==> config.mk <==
export PLATFORM = sky130hd
export DESIGN_NAME = display_update_ctrl
export DESIGN_NICKNAME = d
export VERILOG_FILES = /design/src/rtl/display_update_ctrl_pkg.sv /design/src/rtl/display_update_ctrl_alarm_blink.sv /design/src/rtl/display_update_ctrl.sv
export SDC_FILE = /design/constraint.sdc
export NUM_CORES = 1
export LEC_CHECK = 0
export ABC_CLOCK_PERIOD_IN_PS = 2000
export CAP_MARGIN = 40
export CORE_MARGIN = 2
export CORE_UTILIZATION = 39
export CTS_CLUSTER_DIAMETER = 30
export CTS_CLUSTER_SIZE = 8
export DETAILED_ROUTE_END_ITERATION = 10
export GPL_TIMING_DRIVEN = 0
export PLACE_DENSITY_LB_ADDON = 0.05
export SETUP_SLACK_MARGIN = 0.2
export SYNTH_ARGS = -nofsm -noshare
export SYNTH_HDL_FRONTEND = slang
export SYNTH_SLANG_ARGS = --single-unit
==> constraint.sdc <==
create_clock -name CLK -period 2 [get_ports CLK]
set_input_delay 0.4 -clock CLK [delete_from_list [all_inputs] [get_ports CLK]]
set_output_delay 0.4 -clock CLK [all_outputs]
set_load 0.02 [all_outputs]
==> src/rtl/display_update_ctrl_pkg.sv <==
// rtl/display_update_ctrl_pkg.sv - FSM encoding, RTC address table and default timing for display_update_ctrl
package display_update_ctrl_pkg;

    localparam int TIMEOUT_DEF      = 255;
    localparam int BLINK_FRAMES_DEF = 30;
    localparam int NUM_FIELDS       = 9;
    localparam int IDX_W            = 4;

    typedef enum logic [2:0] {
        ST_IDLE,
        ST_ISSUE,
        ST_WAIT,
        ST_GAP,
        ST_COMMIT
    } state_t;

    // Read order: date fields first, then time, then the timer registers.
    function automatic logic [7:0] rtc_addr(input logic [IDX_W-1:0] idx);
        logic [7:0] a;
        case (idx)
            4'd0:    a = 8'h24;
            4'd1:    a = 8'h25;
            4'd2:    a = 8'h26;
            4'd3:    a = 8'h23;
            4'd4:    a = 8'h22;
            4'd5:    a = 8'h21;
            4'd6:    a = 8'h43;
            4'd7:    a = 8'h42;
            4'd8:    a = 8'h41;
            default: a = 8'h00;
        endcase
        return a;
    endfunction

    function automatic logic bcd_valid(input logic [7:0] v);
        return (v[7:4] <= 4'd9) && (v[3:0] <= 4'd9);
    endfunction

endpackage

==> src/rtl/display_update_ctrl_alarm_blink.sv <==
// rtl/display_update_ctrl_alarm_blink.sv - frame-counted blink of the active-low alarm indicator
module alarm_blink
    import display_update_ctrl_pkg::*;
#(
    parameter int BLINK_FRAMES = BLINK_FRAMES_DEF
) (
    input  logic CLK,
    input  logic RST,
    input  logic FRAME_START,
    input  logic ALARMA_IN,
    output logic ALARMA
);

    localparam int CW = (BLINK_FRAMES > 1) ? $clog2(BLINK_FRAMES) : 1;

    logic [CW-1:0] r_cnt;
    logic          r_phase;
    logic          r_alarma;
    logic [CW-1:0] w_cnt_nxt;
    logic          w_phase_nxt;

    always_comb begin
        w_cnt_nxt   = r_cnt;
        w_phase_nxt = r_phase;
        if (ALARMA_IN) begin
            w_cnt_nxt   = '0;
            w_phase_nxt = 1'b0;
        end else if (FRAME_START) begin
            if (r_cnt == CW'(BLINK_FRAMES - 1)) begin
                w_cnt_nxt   = '0;
                w_phase_nxt = ~r_phase;
            end else begin
                w_cnt_nxt = r_cnt + CW'(1);
            end
        end
    end

    // Indicator is registered from the next phase so it tracks the counter without an extra cycle.
    always_ff @(posedge CLK or negedge RST) begin
        if (!RST) begin
            r_cnt    <= '0;
            r_phase  <= 1'b0;
            r_alarma <= 1'b1;
        end else begin
            r_cnt    <= w_cnt_nxt;
            r_phase  <= w_phase_nxt;
            r_alarma <= ALARMA_IN | w_phase_nxt;
        end
    end

    assign ALARMA = r_alarma;

endmodule

==> src/rtl/display_update_ctrl.sv <==
// rtl/display_update_ctrl.sv - per-frame RTC register sweep with atomic commit of BCD display fields
module display_update_ctrl
    import display_update_ctrl_pkg::*;
#(
    parameter int TIMEOUT      = TIMEOUT_DEF,
    parameter int BLINK_FRAMES = BLINK_FRAMES_DEF
) (
    input  logic       CLK,
    input  logic       RST,
    input  logic       VS,
    input  logic       ALARMA_IN,
    output logic       REQ,
    output logic [7:0] ADDR,
    input  logic       ACK,
    input  logic [7:0] RDATA,
    output logic [7:0] DIA_T,
    output logic [7:0] MES_T,
    output logic [7:0] ANO_T,
    output logic [7:0] HORA_T,
    output logic [7:0] MINUTO_T,
    output logic [7:0] SEGUNDO_T,
    output logic [7:0] HORAT_T,
    output logic [7:0] MINUTOT_T,
    output logic [7:0] SEGUNDOT_T,
    output logic       ALARMA,
    output logic       BUSY,
    output logic       ERR
);

    localparam int TW       = (TIMEOUT > 1) ? $clog2(TIMEOUT) : 1;
    localparam int LAST_IDX = NUM_FIELDS - 1;

    state_t           r_state;
    logic [IDX_W-1:0] r_idx;
    logic [TW-1:0]    r_timer;
    logic             r_vs_d;
    logic             r_req;
    logic [7:0]       r_addr;
    logic             r_busy;
    logic             r_err;
    logic [7:0]       r_shadow [NUM_FIELDS];
    logic [7:0]       r_field  [NUM_FIELDS];

    logic             w_frame_start;
    logic             w_any_bad;

    assign w_frame_start = r_vs_d & ~VS;

    always_ff @(posedge CLK or negedge RST) begin
        if (!RST) begin
            r_vs_d <= 1'b1;
        end else begin
            r_vs_d <= VS;
        end
    end

    always_comb begin
        w_any_bad = 1'b0;
        for (int i = 0; i < NUM_FIELDS; i++) begin
            if (!bcd_valid(r_shadow[i])) begin
                w_any_bad = 1'b1;
            end
        end
    end

    // REQ is raised on entry to ISSUE so that GAP is the only low cycle between requests.
    always_ff @(posedge CLK or negedge RST) begin
        if (!RST) begin
            r_state <= ST_IDLE;
            r_idx   <= '0;
            r_timer <= '0;
            r_req   <= 1'b0;
            r_addr  <= 8'h00;
            r_busy  <= 1'b0;
            r_err   <= 1'b0;
            for (int i = 0; i < NUM_FIELDS; i++) begin
                r_shadow[i] <= 8'h00;
                r_field[i]  <= 8'h00;
            end
        end else begin
            r_err <= 1'b0;
            case (r_state)
                ST_IDLE: begin
                    if (w_frame_start) begin
                        r_state <= ST_ISSUE;
                        r_idx   <= '0;
                        r_req   <= 1'b1;
                        r_addr  <= rtc_addr('0);
                        r_busy  <= 1'b1;
                    end
                end
                ST_ISSUE: begin
                    r_state <= ST_WAIT;
                    r_timer <= '0;
                end
                ST_WAIT: begin
                    if (ACK) begin
                        r_shadow[r_idx] <= RDATA;
                        r_req           <= 1'b0;
                        r_state         <= ST_GAP;
                    end else if (r_timer == TW'(TIMEOUT - 1)) begin
                        r_req   <= 1'b0;
                        r_err   <= 1'b1;
                        r_busy  <= 1'b0;
                        r_idx   <= '0;
                        r_state <= ST_IDLE;
                        for (int i = 0; i < NUM_FIELDS; i++) begin
                            r_shadow[i] <= 8'h00;
                        end
                    end else begin
                        r_timer <= r_timer + TW'(1);
                    end
                end
                ST_GAP: begin
                    if (r_idx == IDX_W'(LAST_IDX)) begin
                        r_state <= ST_COMMIT;
                    end else begin
                        r_idx   <= r_idx + IDX_W'(1);
                        r_req   <= 1'b1;
                        r_addr  <= rtc_addr(r_idx + IDX_W'(1));
                        r_state <= ST_ISSUE;
                    end
                end
                ST_COMMIT: begin
                    for (int i = 0; i < NUM_FIELDS; i++) begin
                        if (bcd_valid(r_shadow[i])) begin
                            r_field[i] <= r_shadow[i];
                        end
                    end
                    r_err   <= w_any_bad;
                    r_busy  <= 1'b0;
                    r_idx   <= '0;
                    r_state <= ST_IDLE;
                end
                default: begin
                    r_state <= ST_IDLE;
                    r_req   <= 1'b0;
                    r_busy  <= 1'b0;
                    r_idx   <= '0;
                end
            endcase
        end
    end

    alarm_blink #(
        .BLINK_FRAMES(BLINK_FRAMES)
    ) u_blink (
        .CLK        (CLK),
        .RST        (RST),
        .FRAME_START(w_frame_start),
        .ALARMA_IN  (ALARMA_IN),
        .ALARMA     (ALARMA)
    );

    assign REQ        = r_req;
    assign ADDR       = r_addr;
    assign BUSY       = r_busy;
    assign ERR        = r_err;
    assign DIA_T      = r_field[0];
    assign MES_T      = r_field[1];
    assign ANO_T      = r_field[2];
    assign HORA_T     = r_field[3];
    assign MINUTO_T   = r_field[4];
    assign SEGUNDO_T  = r_field[5];
    assign HORAT_T    = r_field[6];
    assign MINUTOT_T  = r_field[7];
    assign SEGUNDOT_T = r_field[8];

endmodule

Word level (Yosys, flattened, before mapping)
Memory sizes are Yosys's and may differ from the RTL's.
Cells that the tools add are included.
{"block": "totals", "register_bits": 178, "input_bits": 13, "n_memories": 1, "out_inout_bits": 84, "rom_bits": 80}
{"block": "classes", "add_sub_neg": 3, "n_eq_ne": 13, "muxes": 46, "bitwise_logic": 8, "reduce_logical": 33, "order_cmp": 20}
{"name": "(name not given)", "depth": 16, "word_bits": 5, "rd": 1, "rd_clocked_by_memory_dff": 0, "write_ports": 0, "line_no": "display_update_ctrl_pkg.sv:20", "text": "case (idx)"}
{"operator": "72-bit 2-to-1 mux", "count": 2}
{"operator": "72-bit bitwise mux", "count": 1}
{"operator": "4-bit <= comparator (second input constant)", "count": 18}
{"operator": "8-bit 2-to-1 mux", "count": 5}
{"operator": "8-bit demux with 4-bit select", "count": 1}
{"operator": "8-bit case mux with 2 select lines", "count": 2}
{"operator": "2-bit AND reduction", "count": 11}
{"operator": "1-bit 2-to-1 mux", "count": 19}
{"operator": "4-bit 2-to-1 mux", "count": 4}
{"operator": "4-bit case mux with 4 select lines", "count": 1}
{"operator": "5-bit 2-to-1 mux", "count": 3}
{"operator": "3-bit 2-to-1 mux", "count": 4}
{"operator": "3-bit case mux with 4 select lines", "count": 1}
{"operator": "1-bit logical AND", "count": 10}
{"operator": "8-bit by 1-bit adder with 8-bit output (second input constant)", "count": 1}
{"operator": "8-bit equality test (second input constant)", "count": 1}
{"operator": "2-bit != test (second input constant)", "count": 4}
{"operator": "4-bit AND reduction", "count": 2}
{"operator": "2-bit nonzero test", "count": 4}
{"operator": "3-bit by 2-bit equality test with 1-bit output (second input constant)", "count": 2}
{"operator": "3-bit AND reduction", "count": 2}
{"operator": "5-bit by 1-bit adder with 5-bit output (second input constant)", "count": 1}
{"operator": "5-bit equality test (second input constant)", "count": 1}
{"operator": "5-bit greater-or-equal comparator (second input constant)", "count": 1}
{"operator": "17 further kinds", "count": 22}

Longest topological paths before layout
Gate-level depths: netlist (run 1).
{"block": "logic_depth", "depth_word": 12, "depth_mapped": 7}

Modules after synthesis
Synthesis (run 1) repeated with hierarchy kept, for this count alone.
{"block": "unflattened", "hier_cells": 547, "hier_area_um2": 7330.8}
{"module": "display_update_ctrl", "cells_each": 511, "seq_area_each_um2": 4205.3, "n_inst": 1, "area_per_inst_um2": 6950.4}
{"module": "alarm_blink", "cells_each": 36, "seq_area_each_um2": 176.4, "n_inst": 1, "area_per_inst_um2": 380.4}

Worst setup path before layout (run 1)
No wires, ideal clock.
{"block": "synth_timing", "path_kind": "reg2reg", "from": "register r_idx[0]", "to": "register r_shadow[64] (netlist bit)", "period_less_slack_ns": 1.814, "setup_ns": 0.130, "arrival_ns": 1.683, "path_buffers": 1, "path_stages_with_launch": 8, "setup_slack_ns": 0.186, "path_cell_list": "dfrtp_1 > inv_1 > ha_1 > or3b_2 > clkbuf_1 > nor2_1 > o21ai_2 > o2bb2ai_1"}
{"block": "synth_via", "elab_chain_len": 7, "word_cells_on_any_way": 8, "classes_between": "order compare (2); mux (4); bitwise (1); reduce/logical (1)"}
{"element": "start, declared", "line_no": "display_update_ctrl.sv:34", "text": "logic [IDX_W-1:0] r_idx;"}
{"element": "start signal, assigned", "line_no": "display_update_ctrl.sv:118", "text": "r_idx <= r_idx + IDX_W'(1);"}
{"element": "4-bit inverter with 5-bit output (not written as such) (*)", "line_no": "display_update_ctrl.sv:98", "text": "r_shadow[r_idx] <= RDATA;"}
{"element": "5-bit greater-or-equal comparator (not written as such) or 5-bit by 1-bit < comparator with 1-bit output (tied branches)", "line_no": "display_update_ctrl.sv:98"}
{"element": "1-bit logical AND (not written as such)", "line_no": "display_update_ctrl.sv:98"}
{"element": "8-bit 2-to-1 mux (not written as such)", "line_no": "display_update_ctrl.sv:98"}
{"element": "8-bit demux with 4-bit select (*)", "line_no": "display_update_ctrl.sv:98"}
{"element": "72-bit bitwise mux (*)", "line_no": "display_update_ctrl.sv:98"}
{"element": "72-bit 2-to-1 mux (*)", "line_no": "display_update_ctrl.sv:97", "text": "if (ACK) begin"}
{"element": "end signal, assigned by index", "line_no": "display_update_ctrl.sv:77", "text": "r_shadow[i] <= 8'h00;"}
{"element": "end signal, assigned by index", "line_no": "display_update_ctrl.sv:98"}
{"element": "end signal, assigned by index", "line_no": "display_update_ctrl.sv:108", "text": "r_shadow[i] <= 8'h00;"}
{"element": "end, declared", "line_no": "display_update_ctrl.sv:41", "text": "logic [7:0] r_shadow [NUM_FIELDS];"}
Mark *: on every way between the ends. The rest lies on a longest branch, timed or not.
A chain may end at the register's enable or synchronous reset.

Final worst setup path (run 1)
{"block": "layout_timing", "from": "register r_idx[0]", "to": "register r_idx[2]"}
{"block": "layout_via", "elab_chain_len": 3, "word_cells_on_any_way": 6, "classes_between": "add/sub (1); eq/ne (2); mux (2); reduce/logical (1)"}
{"element": "4-bit by 1-bit adder with 4-bit output or 4-bit equality test (tied branches)", "line_no": "display_update_ctrl.sv:118, display_update_ctrl.sv:115"}
{"element": "4-bit 2-to-1 mux or 2-bit != test (tied branches)"}
{"element": "4-bit case mux with 4 select lines or 5-bit AND reduction (tied branches)"}
Parallel ways exist; a longest one is shown, timed or not. The select of a mux whose other input is x is not followed.

==> results.json, run 1 <==
{
  "fin_crit_sh": 0.8807,
  "clock_skew_ps": 10.43,
  "min_path_type": "flop to flop",
  "worst_pin_slew_ps": 674.2,
  "cts_tree": "yes",
  "seq_area_frac_synth": 0.6017,
  "gp_congestion": 0.8264,
  "drv_slew": 0,
  "powerDensity_nw_per_um2": 1363,
  "cp.buffers_inverters": 1,
  "antenna_found_initial": 0,
  "coreArea_um2": 18150,
  "hold_path_depth": 1,
  "grt_pass1_vias": 5105,
  "clk_latency_ps": 420,
  "endpoint_kind": "flop",
  "ant_nets": 0,
  "fin_tns_setup_ps": 0,
  "cts.htree.levels": 4,
  "total_power_mw": 13.43,
  "yosys_warnings": 0,
  "layout_setup_ws_ps": 238.7,
  "min_to": "r_shadow[12]",
  "setup_viol": 0,
  "crit_arrival_ps": 2100,
  "clock.fmax_mhz": 567.8,
  "die_area_um2": 19780,
  "die_w_um": 140.6,
  "clock_path_buffers": 2,
  "synth-seq-cells": 175,
  "area_growth_pct": 35.29,
  "grt_max_degree": 111,
  "finalInstanceArea_um2": 9852,
  "grt_use_total": 0.1917,
  "yosys.area.top_type": "dfrtp_1",
  "nNetsFinal": 714,
  "crit_type": "flop to flop",
  "via_per_inst": 5.488,
  "avgSynthCellArea_um2": 13.29,
  "synth_top_area_share": 0.5945,
  "dp_slack_ps": -907.0,
  "synth_cells": 548,
  "drtPass1Iterations": 7,
  "cp-start-kind": "flop",
  "die_y_um": 140.6,
  "worstPathCellList": "inv_4 -> ha_4 -> nand3b_1 -> a211oi_1 -> o21ai_4 -> mux2i_1",
  "cts_sinks": 175,
  "overflow": 0,
  "dpl.hpwl_um": 11830,
  "port_buffers": 93,
  "crit_fanout": 4,
  "reg2reg_from": "r_idx[0]",
  "max-vdd-ir-drop_mv": 0.6883,
  "placed_area_um2": 8547,
  "worst_r2r_endpoint": "r_idx[2]",
  "rows": 49,
  "numCtsBuffers": 17,
  "crit_family": "compound AO/OA/AOI/OAI gates",
  "worst_ep_required_time_ps": 2340,
  "largest_register": "r_shadow",
  "synth_top_cells_by_area": "dfrtp_1 (59%), mux2_2 (11%), o2bb2ai_1 (8.7%)",
  "diodes": 0,
  "async_flop_share": 1.000,
  "synth_edf_count": 0,
  "min_from": "r_shadow[12]",
  "fin_crit_ps": 1761,
  "synth_cell_type_count": 54,
  "r2r_slack_ps": 240,
  "layout-drive-gt1-share": 0.3050,
  "cap_viol_max_count": 0,
  "netlist_area_um2": 7282,
  "drt_wl_total_um": 18670,
  "cp_slowest_cell": "dfrtp_2",
  "synthFlopType": "dfrtp_1",
  "drc": 0,
  "via_count": 5126,
  "slew_headroom": 0.5471,
  "slowest_delay_ps": 450,
  "hold_violations": 0,
  "p_leak_nw": 5.006,
  "start_util": 0.4013,
  "grt_pass1_wl_um": 29100,
  "io_pins": 97,
  "status": "complete, no violations",
  "reg2reg_depth": 6,
  "drt-initial-drc-count": 306,
  "clock-root-buffer": "clkbuf_16",
  "cts.clk_slew.worst_paths_ps": 70,
  "wl_per_cell_um": 19.99,
  "largest_reg_flops": 72,
  "rsz0062_at_grt": "no"
}
[power by group]
part           internal, mW  switching, mW
Clock                  1.78           1.46
Combinational          2.20           2.48
Sequential             4.69          0.816
Total                  8.67           4.76
[cells in the mapped netlist (all sizes together), types with 2 or more instances]
cell,count
a21o,2
nor2,26
nand2b,2
buf,12
dfstp,2
o2bb2ai,72
nand2,25
or4,2
nor3,7
and4,2
a32o,2
o21ai,38
nand4,10
mux2i,6
or3,3
nand3,16
nor4b,2
mux2,73
o31ai,5
a211oi,2
a31oi,3
ha,9
dfrtp,173
or3b,3
a21oi,11
a22oi,2
xor2,3
inv,10
nand3b,7
clkbuf,6
[metrics by stage]
step	instances	utilization	hold WS, ps
after floorplan	550	-	104.4
after global placement	872	0.4692	476.3
after detailed placement	873	0.4710	384.5
after CTS	913	0.5137	488.2
after global routing	934	0.5429	508.8
final	934	0.5429	490.1
[layout by cell type, fill, tap and decap left out, types with 3 or more instances in the layout]
master | synthesis | layout
buf_4 | 6 | 28
nand2_1 | 17 | 17
o2bb2ai_2 | 0 | 6
buf_6 | 1 | 6
nor3_4 | 1 | 3
nand3b_1 | 7 | 7
buf_2 | 4 | 4
o31ai_1 | 5 | 5
a21oi_1 | 11 | 11
mux2_2 | 73 | 73
nor2_4 | 0 | 4
clkinvlp_4 | 0 | 3
o21ai_0 | 27 | 27
nand4_1 | 10 | 10
clkinv_4 | 0 | 3
buf_8 | 0 | 4
dfrtp_2 | 0 | 4
inv_1 | 10 | 7
a31oi_1 | 3 | 3
nand3_4 | 0 | 7
o2bb2ai_1 | 72 | 66
nand3_1 | 8 | 6
dlymetal6s2s_1 | 0 | 37
dlygate4sd2_1 | 0 | 44
clkdlybuf4s50_1 | 0 | 11
nand3_2 | 8 | 3
dfrtp_1 | 173 | 169
nor2_1 | 26 | 22
nor3_1 | 6 | 4
clkbuf_16 | 0 | 17
nand2_8 | 0 | 8
xor2_1 | 3 | 3
inv_6 | 0 | 4
ha_1 | 9 | 5
conb_1 | 1 | 3
clkbuf_1 | 6 | 4
o21ai_4 | 0 | 10
mux2i_1 | 6 | 6
[what timing repair did]
item,CTS,global route
cloned,2,0
hold endpoints to repair,63,0
pin swaps,5,10
resized for setup,89,93
buffers inserted,5,21
setup endpoints to repair,200,176
hold buffers,1,0
[metal layers]
metal	vias to the layer above	global-route usage	wire length [µm]
met4	0	0.05789	246
met2	118	0.2999	8927
met3	19	0.03770	770
met1	2649	0.2726	8727
li1	2340	-	-
met5	-	0	0
[how the worst max path moves through the flow]
| stage | startpoint | to | slack, ps | cells past startpoint |
|---|---|---|---|---|
| floorplan | r_idx[0] | r_shadow[71] | 220 | 7 |
| global placement | RST | HORA_T[0] | -6540 | 1 |
| detailed placement | ACK | r_shadow[51] | -910 | 5 |
| CTS | r_state[0] | r_shadow[50] | 90 | 6 |
| global route | r_state[2] | MES_T[6] | 190 | 6 |
| finish | r_idx[0] | r_idx[2] | 240 | 6 |
[layout make-up]
type / count / area [µm²]
Tap cell: 229 / 286.5
Sequential cell: 175 / 4387
Clock inverter: 13 / 130.1
Inverter: 11 / 45.04
Multi-Input combinational cell: 346 / 3171
Buffer: 18 / 148.9
Timing Repair Buffer: 123 / 1241
Clock buffer: 19 / 442.9
Fill cell: 1567 / 8295
[cells by family after synthesis]
kind of cell               share of synthesized area
buffers and inverters                        0.01976
other                                      0.0005150
muxes                                         0.1211
xor gates and xnor gates                    0.004812
adders and majority gates                    0.01546
DFF                                           0.6017
AOI/OAI and AO/OA                             0.1466
and+or+nand+nor                              0.09004
Power figures use the tool's default switching activity.
==> inputs of run 2 (changes only) <==
--- a/config.mk
+++ b/config.mk
@@ -5,9 +5,9 @@
 export SDC_FILE = /design/constraint.sdc
 export NUM_CORES = 1
 export LEC_CHECK = 0
-export ABC_CLOCK_PERIOD_IN_PS = 2000
+export ABC_CLOCK_PERIOD_IN_PS = 1900
 export CAP_MARGIN = 40
-export CORE_MARGIN = 2
+export CORE_MARGIN = 5
 export CORE_UTILIZATION = 39
 export CTS_CLUSTER_DIAMETER = 30
 export CTS_CLUSTER_SIZE = 8
==> constraint.sdc (replaced) <==
create_clock -name CLK -period 1.9 [get_ports CLK]
set_input_delay 0.38 -clock CLK [delete_from_list [all_inputs] [get_ports CLK]]
set_output_delay 0.38 -clock CLK [all_outputs]
set_load 0.02 [all_outputs]
==> results.json, run 2 (synthesis gave the netlist of run 1 again) <==
{
  "net-switching-power_mw": 5.102,
  "die_y_um": 146.6,
  "drc": 0,
  "fin_crit_ps": 1708,
  "fin_crit_sh": 0.8991,
  "clk_latency_ps": 420,
  "grt_pass1_wl_um": 29770,
  "cts.htree.levels": 4,
  "rows": 50,
  "dpl.hpwl_um": 11810,
  "numCtsBuffers": 17,
  "slew_headroom": 0.5557,
  "powerDensity_nw_per_um2": 1439,
  "ant_nets": 0,
  "cts_tree": "yes",
  "grt_pass1_vias": 5449,
  "dp_slack_ps": -892.3,
  "diodes": 0,
  "worst_ep_required_time_ps": 2190,
  "total_power_mw": 14.64,
  "wl_per_cell_um": 19.71,
  "rsz0062_at_grt": "yes",
  "drtPass1Iterations": 5,
  "fillers": 1549,
  "grt_use_total": 0.1755,
  "dp.cells": 878,
  "p_int_mw": 9.535,
  "p_seq_frac": 0.400,
  "worst_pin_slew_ps": 661.4,
  "crit_type": "flop to flop",
  "drt-initial-drc-count": 155,
  "final_common_cell": "dfrtp_1",
  "clock-root-buffer": "clkbuf_16",
  "multiInputGateArea_um2": 3445,
  "clock_path_buffers": 2,
  "setup_viol": 0,
  "gp_congestion": 0.7835,
  "final_cell_mix": "dfrtp_1 (171), dlygate4sd2_1 (82), mux2_2 (72)",
  "grt_max_degree": 117,
  "hold_violations": 0,
  "antenna_found_initial": 0,
  "cp-start-kind": "flop",
  "cap_viol_max_count": 0,
  "seqCellArea_um2": 4384,
  "cts_sinks": 175,
  "clock_skew_ps": 8.957,
  "die_w_um": 146.6,
  "area_growth_pct": 39.73,
  "min_path_type": "input pin to async pin",
  "power_frac_clock": 0.234,
  "io_pins": 97,
  "largest_reg_flops": 72,
  "crit_arrival_ps": 2000,
  "placed_area_um2": 8588,
  "fin_cells": 956,
  "coreArea_um2": 18520,
  "via_per_inst": 5.404,
  "overflow": 0,
  "start_util": 0.3932,
  "final_util": 0.5495,
  "cts.clk_slew.worst_paths_ps": 70,
  "status": "complete, no violations",
  "finalInstanceArea_um2": 10170,
  "layout_setup_ws_ps": 191.7,
  "largest_register": "r_shadow",
  "max-vdd-ir-drop_mv": 0.6983,
  "p_sw_frac": 0.3485,
  "port_buffers": 93,
  "clock.fmax_mhz": 585.4,
  "p_leak_nw": 4.703,
  "die_area_um2": 21500,
  "drt_wl_total_um": 18840,
  "crit_fanout": 8,
  "layout-drive-gt1-share": 0.3712,
  "endpoint_kind": "flop",
  "drv_slew": 0,
  "nNetsFinal": 733,
  "via_count": 5166,
  "pwr-share-comb": 0.366
}
[run 2: cell types whose count changed in the layout (fill, tap and decap cells not counted), moves of 3 or more]
cell            before  now
buf_4               28   39
buf_6                6   10
dlygate4sd2_1       44   82
dlymetal6s2s_1      37    0
inv_6                4    0
nand2_4              0    4
nand2_8              8    5
o21ai_0             27   23
o21ai_1              0    4
o2bb2ai_1           66   32
o2bb2ai_2            6   39
[run 2: layout make-up]
class                      instances  share of cell area
multi-input combinational        347              0.3385
clock buffer                      22             0.04562
sequential                       175              0.4309
timing repair buffer             141              0.1249
clock inverter                     8             0.01070
buffer                            18             0.01574
tap                              234             0.02878
inverter                          11            0.004796
[run 2: worst max-delay path, cell delays in order (launching register included)]
cell       delay (ps)
dfrtp_1           430
inv_1              80
ha_2              200
nand3_4           100
nor3_4            270
buf_6             210
o21ai_4           130
o2bb2ai_1         160
[run 2: power by group through the flow]
stage          clock network [mW]  logic (mW)  registers, mW
4_1_cts                      3.52        4.88           5.78
6_report                     3.43        5.36           5.85
2_1_floorplan                   0        2.08           6.29
3_5_place_dp                    0        4.63           5.86
5_1_grt                      3.66        5.73           6.01
3_3_place_gp                    0        4.56           5.83
[run 2: layer usage]
metal / track usage / wire length (µm) / up-vias
met2: 0.2904 / 9310 / 129
met3: 0.04004 / 891 / 24
li1: - / - / 2384
met4: 0.05033 / 214 / 0
met1: 0.2320 / 8423 / 2629
met5: 0 / 0 / -
[run 2: path summary, 6_finish.rpt]
path,slack (ps),to,startpoint,cells past startpoint
worst max-delay path,190,r_shadow[49],r_timer[0],7
worst min-delay path,490,MES_T[3],RST,2
worst max register to register,190,r_shadow[49],r_timer[0],7
worst min register to register,490,r_shadow[60],r_shadow[60],1
max in group asynchronous,480,r_state[1],RST,3
min in group CLK,490,r_shadow[60],r_shadow[60],1
[run 2: what timing repair did]
action	CTS	global route
setup endpoints to repair	238	149
buffers inserted	30	13
hold buffers	1	0
gates cloned	3	1
resized for setup	153	73
pin swaps	15	26
endpoints found under the hold margin	59	0
[run 2: metrics by stage]
stage / setup TNS (ps) / hold WS [ps]
2_1_floorplan: 0 / 84.41
3_3_place_gp: -1214840 / 468.7
3_5_place_dp: -62650 / 337.4
4_1_cts: 0 / 473.6
5_1_grt: 0 / 505.1
6_report: 0 / 490.2
==> inputs of run 3 (changes only) <==
--- a/config.mk
+++ b/config.mk
@@ -5,7 +5,7 @@
 export SDC_FILE = /design/constraint.sdc
 export NUM_CORES = 1
 export LEC_CHECK = 0
-export ABC_CLOCK_PERIOD_IN_PS = 1900
+export ABC_CLOCK_PERIOD_IN_PS = 1700
 export CAP_MARGIN = 40
 export CORE_MARGIN = 5
 export CORE_UTILIZATION = 39
==> constraint.sdc (replaced) <==
create_clock -name CLK -period 1.7 [get_ports CLK]
set_input_delay 0.34 -clock CLK [delete_from_list [all_inputs] [get_ports CLK]]
set_output_delay 0.34 -clock CLK [all_outputs]
set_load 0.02 [all_outputs]
==> results.json, run 3 (synthesis gave the netlist of run 1 again) <==
{
  "status": "finished with violations",
  "violations": "negative setup slack",
  "rows": 50,
  "start_util": 0.3932,
  "hold_violations": 0,
  "coreArea_um2": 18520,
  "slew_headroom": 0.6646,
  "fillers": 1426,
  "crit_path_end": "r_shadow[70]",
  "clock_path_buffers": 2,
  "dpl.hpwl_um": 12240,
  "worst_ep_required_time_ps": 2010,
  "ant_nets": 0,
  "p_leak_nw": 4.934,
  "drt-initial-drc-count": 195,
  "antenna_found_initial": 1,
  "io_pins": 97,
  "via_per_inst": 5.489,
  "cts_tree": "yes",
  "clock-root-buffer": "clkbuf_16",
  "worst_pin_slew_ps": 503.1,
  "cap_viol_max_count": 0,
  "grt_use_total": 0.1942,
  "crit_type": "flop to flop",
  "worst_r2r_endpoint": "r_shadow[70]",
  "cts.clk_slew.worst_paths_ps": 70,
  "fin_hold_ws_ps": 451.8,
  "reg2reg_from": "r_idx[1]",
  "fin_crit_ps": 1710,
  "die_w_um": 146.6,
  "overflow": 0,
  "numCtsBuffers": 17,
  "largest_reg_flops": 72,
  "die_area_um2": 21500,
  "crit_fanout": 8,
  "fin_crit_sh": 1.006,
  "critPathLaunch": "r_idx[1]",
  "wl_per_cell_um": 22.02,
  "port_buffers": 93,
  "reg2reg_depth": 7,
  "placed_area_um2": 8772,
  "grt_pass1_wl_um": 32760,
  "clock_skew_ps": 9.433,
  "nNetsFinal": 750,
  "min_path_type": "input pin to async pin",
  "layout-drive-gt1-share": 0.4811,
  "clock.fmax_mhz": 584.7,
  "crit_arrival_ps": 2020,
  "grt_pass1_vias": 5648,
  "cp-start-kind": "flop",
  "drt_wl_total_um": 21450,
  "gp_congestion": 0.8003,
  "drtPass1Iterations": 4,
  "dp.cells": 878,
  "diodes": 0,
  "total_power_mw": 17.99,
  "final_common_cell": "dfrtp_1",
  "via_count": 5346,
  "powerDensity_nw_per_um2": 1606,
  "clk_latency_ps": 430,
  "layout_setup_ws_ps": -10.33,
  "die_y_um": 146.6,
  "final_util": 0.6051,
  "drc": 0,
  "setup_viol": 6,
  "final_cell_mix": "dfrtp_1 (166), mux2_4 (73), o2bb2ai_2 (61)",
  "endpoint_kind": "flop",
  "cts.htree.levels": 4,
  "r2r_slack_ps": -10,
  "grt_max_degree": 118,
  "rsz0062_at_grt": "yes",
  "cts_sinks": 175,
  "largest_register": "r_shadow",
  "max-vdd-ir-drop_mv": 0.8036,
  "fin_cells": 974,
  "drv_slew": 0,
  "finalInstanceArea_um2": 11200,
  "area_growth_pct": 53.87
}
run 3: worst min path at each step:
stage	to	slack, ps	depth (start not counted)
finish	MINUTOT_T[5]	450	2
global route	r_vs_d	480	1
CTS	MINUTOT_T[5]	450	2
detailed placement	SEGUNDO_T[0]	310	1
global placement	r_shadow[56]	470	1
floorplan	ADDR[0]	40	0
run 3: worst max-delay path, stage by stage (launching register included):
cell and delay (ps):
dfrtp_2 460, inv_4 100, ha_4 150, or3b_4 380
clkbuf_16 160, nor2_4 90, o21ai_4 110, o2bb2ai_1 140
run 3: through the flow:
stage	worst slack, ps	setup TNS, ps
global placement	-7505	-1279760
global route	-44.08	-907.8
finish	-10.33	-30.09
floorplan	56.52	0
CTS	7.898	0
detailed placement	-1156	-86040
run 3: where the power goes:
part	internal (mW)	switching, mW	total [mW]
clock	2.21	1.67	3.88
sequential	5.52	1.22	6.74
combinational	3.89	3.48	7.37
run 3: layer usage:
layer	vias to the layer above	track usage	part of all wire
met5	-	0	0.00033
met3	33	0.03880	0.038
met2	101	0.3088	0.48
met1	2774	0.2696	0.46
li1	2436	-	-
met4	2	0.05974	0.022
run 3: what timing repair did:
| item | in CTS | in global routing |
|---|---|---|
| cloned | 8 | 5 |
| hold endpoints to repair | 58 | 0 |
| resized for setup | 340 | 110 |
| pin swaps | 39 | 28 |
| setup buffers | 40 | 11 |
| setup endpoints to repair | 244 | 326 |
| hold buffers | 1 | 0 |
run 3: cell type report:
| class | count | area, µm² | share of cell area |
|---|---|---|---|
| Buffer | 18 | 192.7 | 0.01720 |
| Clock buffer | 19 | 442.9 | 0.03953 |
| Clock inverter | 12 | 135.1 | 0.01206 |
| Inverter | 11 | 51.30 | 0.004578 |
| Multi-Input combinational cell | 353 | 4222 | 0.3768 |
| Sequential cell | 175 | 4390 | 0.3918 |
| Tap cell | 234 | 292.8 | 0.02613 |
| Timing Repair Buffer | 152 | 1478 | 0.1319 |
==> variant, RTL diff (flow settings as in run 2) <==
Set the package constant `IDX_W` to 3 (it was 4).
--- a/src/rtl/display_update_ctrl_pkg.sv
+++ b/src/rtl/display_update_ctrl_pkg.sv
@@ -5,5 +5,5 @@
     localparam int BLINK_FRAMES_DEF = 30;
     localparam int NUM_FIELDS       = 9;
-    localparam int IDX_W            = 4;
+    localparam int IDX_W            = 3;
 
     typedef enum logic [2:0] {
Behaviour: not the same (a bounded check fails within 10 cycles, from zero or initial values and one cycle with RST low).
==> variant against run 2 <==
  * Area after synthesis is 6.0% lower
  * Worst setup slack worse by 55 ps
  * Sequential cell count fell by 17
  * Design area decreased by 12%
  * The run now ends with negative hold slack left
  * Wire length fell by 13%
  * Count of clock-buffer cells in the layout did not move
  * Combinational power shrank 34%
  * Power shrank 22%
  * Largest power group unchanged
==> variant: results (changes against run 2) <==
----------------------------------------------------
[Status]
  Result of the run ... complete, but fails checks
  Failing checks ... negative hold slack

[Timing]
  Fin. Hold Viols ... 7 (+7)
  Fin Clk Skew ... 10.8 ps (+1.89 ps)
  Transition time at the pin with the least slew margin ... 691 ps (+29.6 ps)
  Worst hold margin ... -11.7 ps (-502 ps)

[Yosys]
  Yosys synthesis warning count ... 0 (unchanged)
  Sequential share of the synthesized area ... 57.8% (-2.4 points)
  Most used standard cells in the synthesized netlist ... 156 x dfrtp_1, 64 x a22o_1, 64 x mux2_2
  Leading post-synthesis cells by cell area ... dfrtp_1 57%, mux2_2 11%, a22o_1 8.2%, o21ai_0 2.0%, nor4_4 1.9%
  Distinct cells, synth ... 59 (+9.3%)

[Finish]
  Top register by number of flip-flops ... r_shadow
  Number of antenna repair diodes ... 0 (unchanged)
  Net count of the finished layout ... 691 (-5.7%)
  Layout cells sized above 1 ... 30.0% (-7.1 points)
  Number of flip-flops in the largest register ... 64 (-11%)

[Clock network]
  Setup Fix Bufs, Post-CTS ... 12 (-60%)
  Root cell of the clock tree ... clkbuf_16
  Cts hold-fix bufs ... 0 (-1)
  Cts repair resizes ... 94 (-39%)
  Cts bufs inserted ... 17 (unchanged)

[Critical path]
  Peak per-stage delay on the critical path ... 380 ps (-50 ps)
  Critical Path Fanout Max ... 4 (-4)
  Worst reg2reg path depth ... 6 (-1)
  Worst setup slack for register-to-register paths ... 140 ps (-50 ps)
  Destination of the critical timing path ... r_idx[1]
  Worst-path cell with the longest stage delay ... dfrtp_1
  Crit start category ... flop
  Top cell family by delay on the critical path ... simple AND/OR/NAND/NOR gates

[Route]
  DR vias ... 4764 (-7.8%)
  Routed wire length ... 16400 um (-13%)
  Count of TritonRoute iterations in the first routing pass ... 4 (-1)
  First DRT Iteration DRCs ... 167 (+7.7%)

[GRT]
  Maximum number of pins on one net before global-route repair ... 85 (-27%)
  Global-route wire length before repair ... 25900 um (-13%)
  Overall routing resource usage ... 16.3% (-1.3 points)

[Worst hold path]
  Type of the tightest min-delay check ... in -> async

[Placement]
  Dpl hpwl ... 11200 um (-4.8%)
  Area of placed instances ... 0.00805 sq mm (-6.3%)
  Final estimated routing congestion in global placement ... 0.792 (+1.1%)
  Total of buffers placed on input and output ports ... 85 (-8.6%)

[Pwr]
  Worst supply voltage drop on vdd ... 0.643 mV (-7.9%)
  Leak ... 0.00435 uW (-7.5%)
  Net switching power ... 3740 uW (-27%)

----------------------------------------------------
==> variant: cell types whose count changed after synthesis, moves of 7 or more <==
cell,before,now
o2bb2ai_1,72,1
a22o_1,0,64
dfrtp_1,173,156
buf_4,6,15
mux2_2,73,64
and2_1,1,9
nand2_2,8,0
nor2_1,26,18
buf_1,1,8
o21ai_2,10,3
==> variant: cell type report <==
| cell class | instances | area [sq um] |
|---|---|---|
| fillers | 1526 | 8250 |
| flip-flops and latches | 158 | 3960 |
| multi-input cells | 333 | 2870 |
| repair buffers | 114 | 1030 |
| clock buffers | 22 | 474 |
| well taps | 225 | 282 |
| plain buffers | 35 | 239 |
| clock inverters | 10 | 86.3 |
| inverters | 11 | 51.3 |
==> variant: power by group through the flow <==
| stage | combinational, uW | sequential [uW] | clock (uW) |
|---|---|---|---|
| after floorplan | 1660 | 5030 | 0 |
| after global routing | 3830 | 4770 | 3430 |
| final | 3560 | 4670 | 3210 |
| after detailed placement | 3380 | 4740 | 0 |
| after CTS | 3270 | 4660 | 3270 |
| after global placement | 3320 | 4710 | 0 |
==> variant: routing by layer <==
layer | wire, um | track usage [%] | up-vias
met3 | 676 | 3.46 | 16
met1 | 7380 | 22.1 | 2403
li1 | - | - | 2246
met4 | 161 | 5.50 | 0
met2 | 8150 | 26.1 | 99
met5 | 0 | 0 | -
==> variant: stage by stage <==
| stage | setup TNS [ps] | instances | setup slack (ps) |
|---|---|---|---|
| final | 0 | 908 | 137 |
| after detailed placement | -41400 | 848 | -675 |
| after global placement | -959660 | 847 | -5860 |
| after CTS | 0 | 892 | 79.1 |
| after global routing | 0 | 908 | 60.4 |
| after floorplan | 0 | 537 | 200 |
==> variant: worst min-delay path by stage <==
stage | from | end | slack (ps)
finish | RST | SEGUNDO_T[2] | -10
detailed placement | RST | SEGUNDO_T[2] | 450
global route | RST | SEGUNDO_T[6] | 50
global placement | ADDR[5] | ADDR[5] | 480
floorplan | RST | ADDR[0] | 80
CTS | RST | SEGUNDO_T[2] | 10
==> variant: kinds of logic (layout without fill, tap and decap cells) <==
kind of cell | after synthesis | after routing | share of synthesized area (%)
AOI/OAI and AO/OA | 137 | 137 | 14.7
DFF | 158 | 158 | 57.8
xor gates and xnor gates | 3 | 3 | 0.384
muxes | 67 | 67 | 11.0
other | 1 | 11 | 0.0548
buffers and inverters | 46 | 192 | 3.47
adders and majority gates | 8 | 8 | 1.46
and+or+nand+nor | 107 | 107 | 11.2
==> variant: worst reg2reg max path: cells and delay by family (launching register included) <==
| family | cells | cell delay, ps |
|---|---|---|
| AO/OA/AOI/OAI | 1 | 210 |
| adder cells (fa/ha/maj) | 1 | 200 |
| multiplexers | 1 | 320 |
| flip-flops | 1 | 380 |
| AND/OR/NAND/NOR | 2 | 460 |
| buffers and inverters | 1 | 80 |
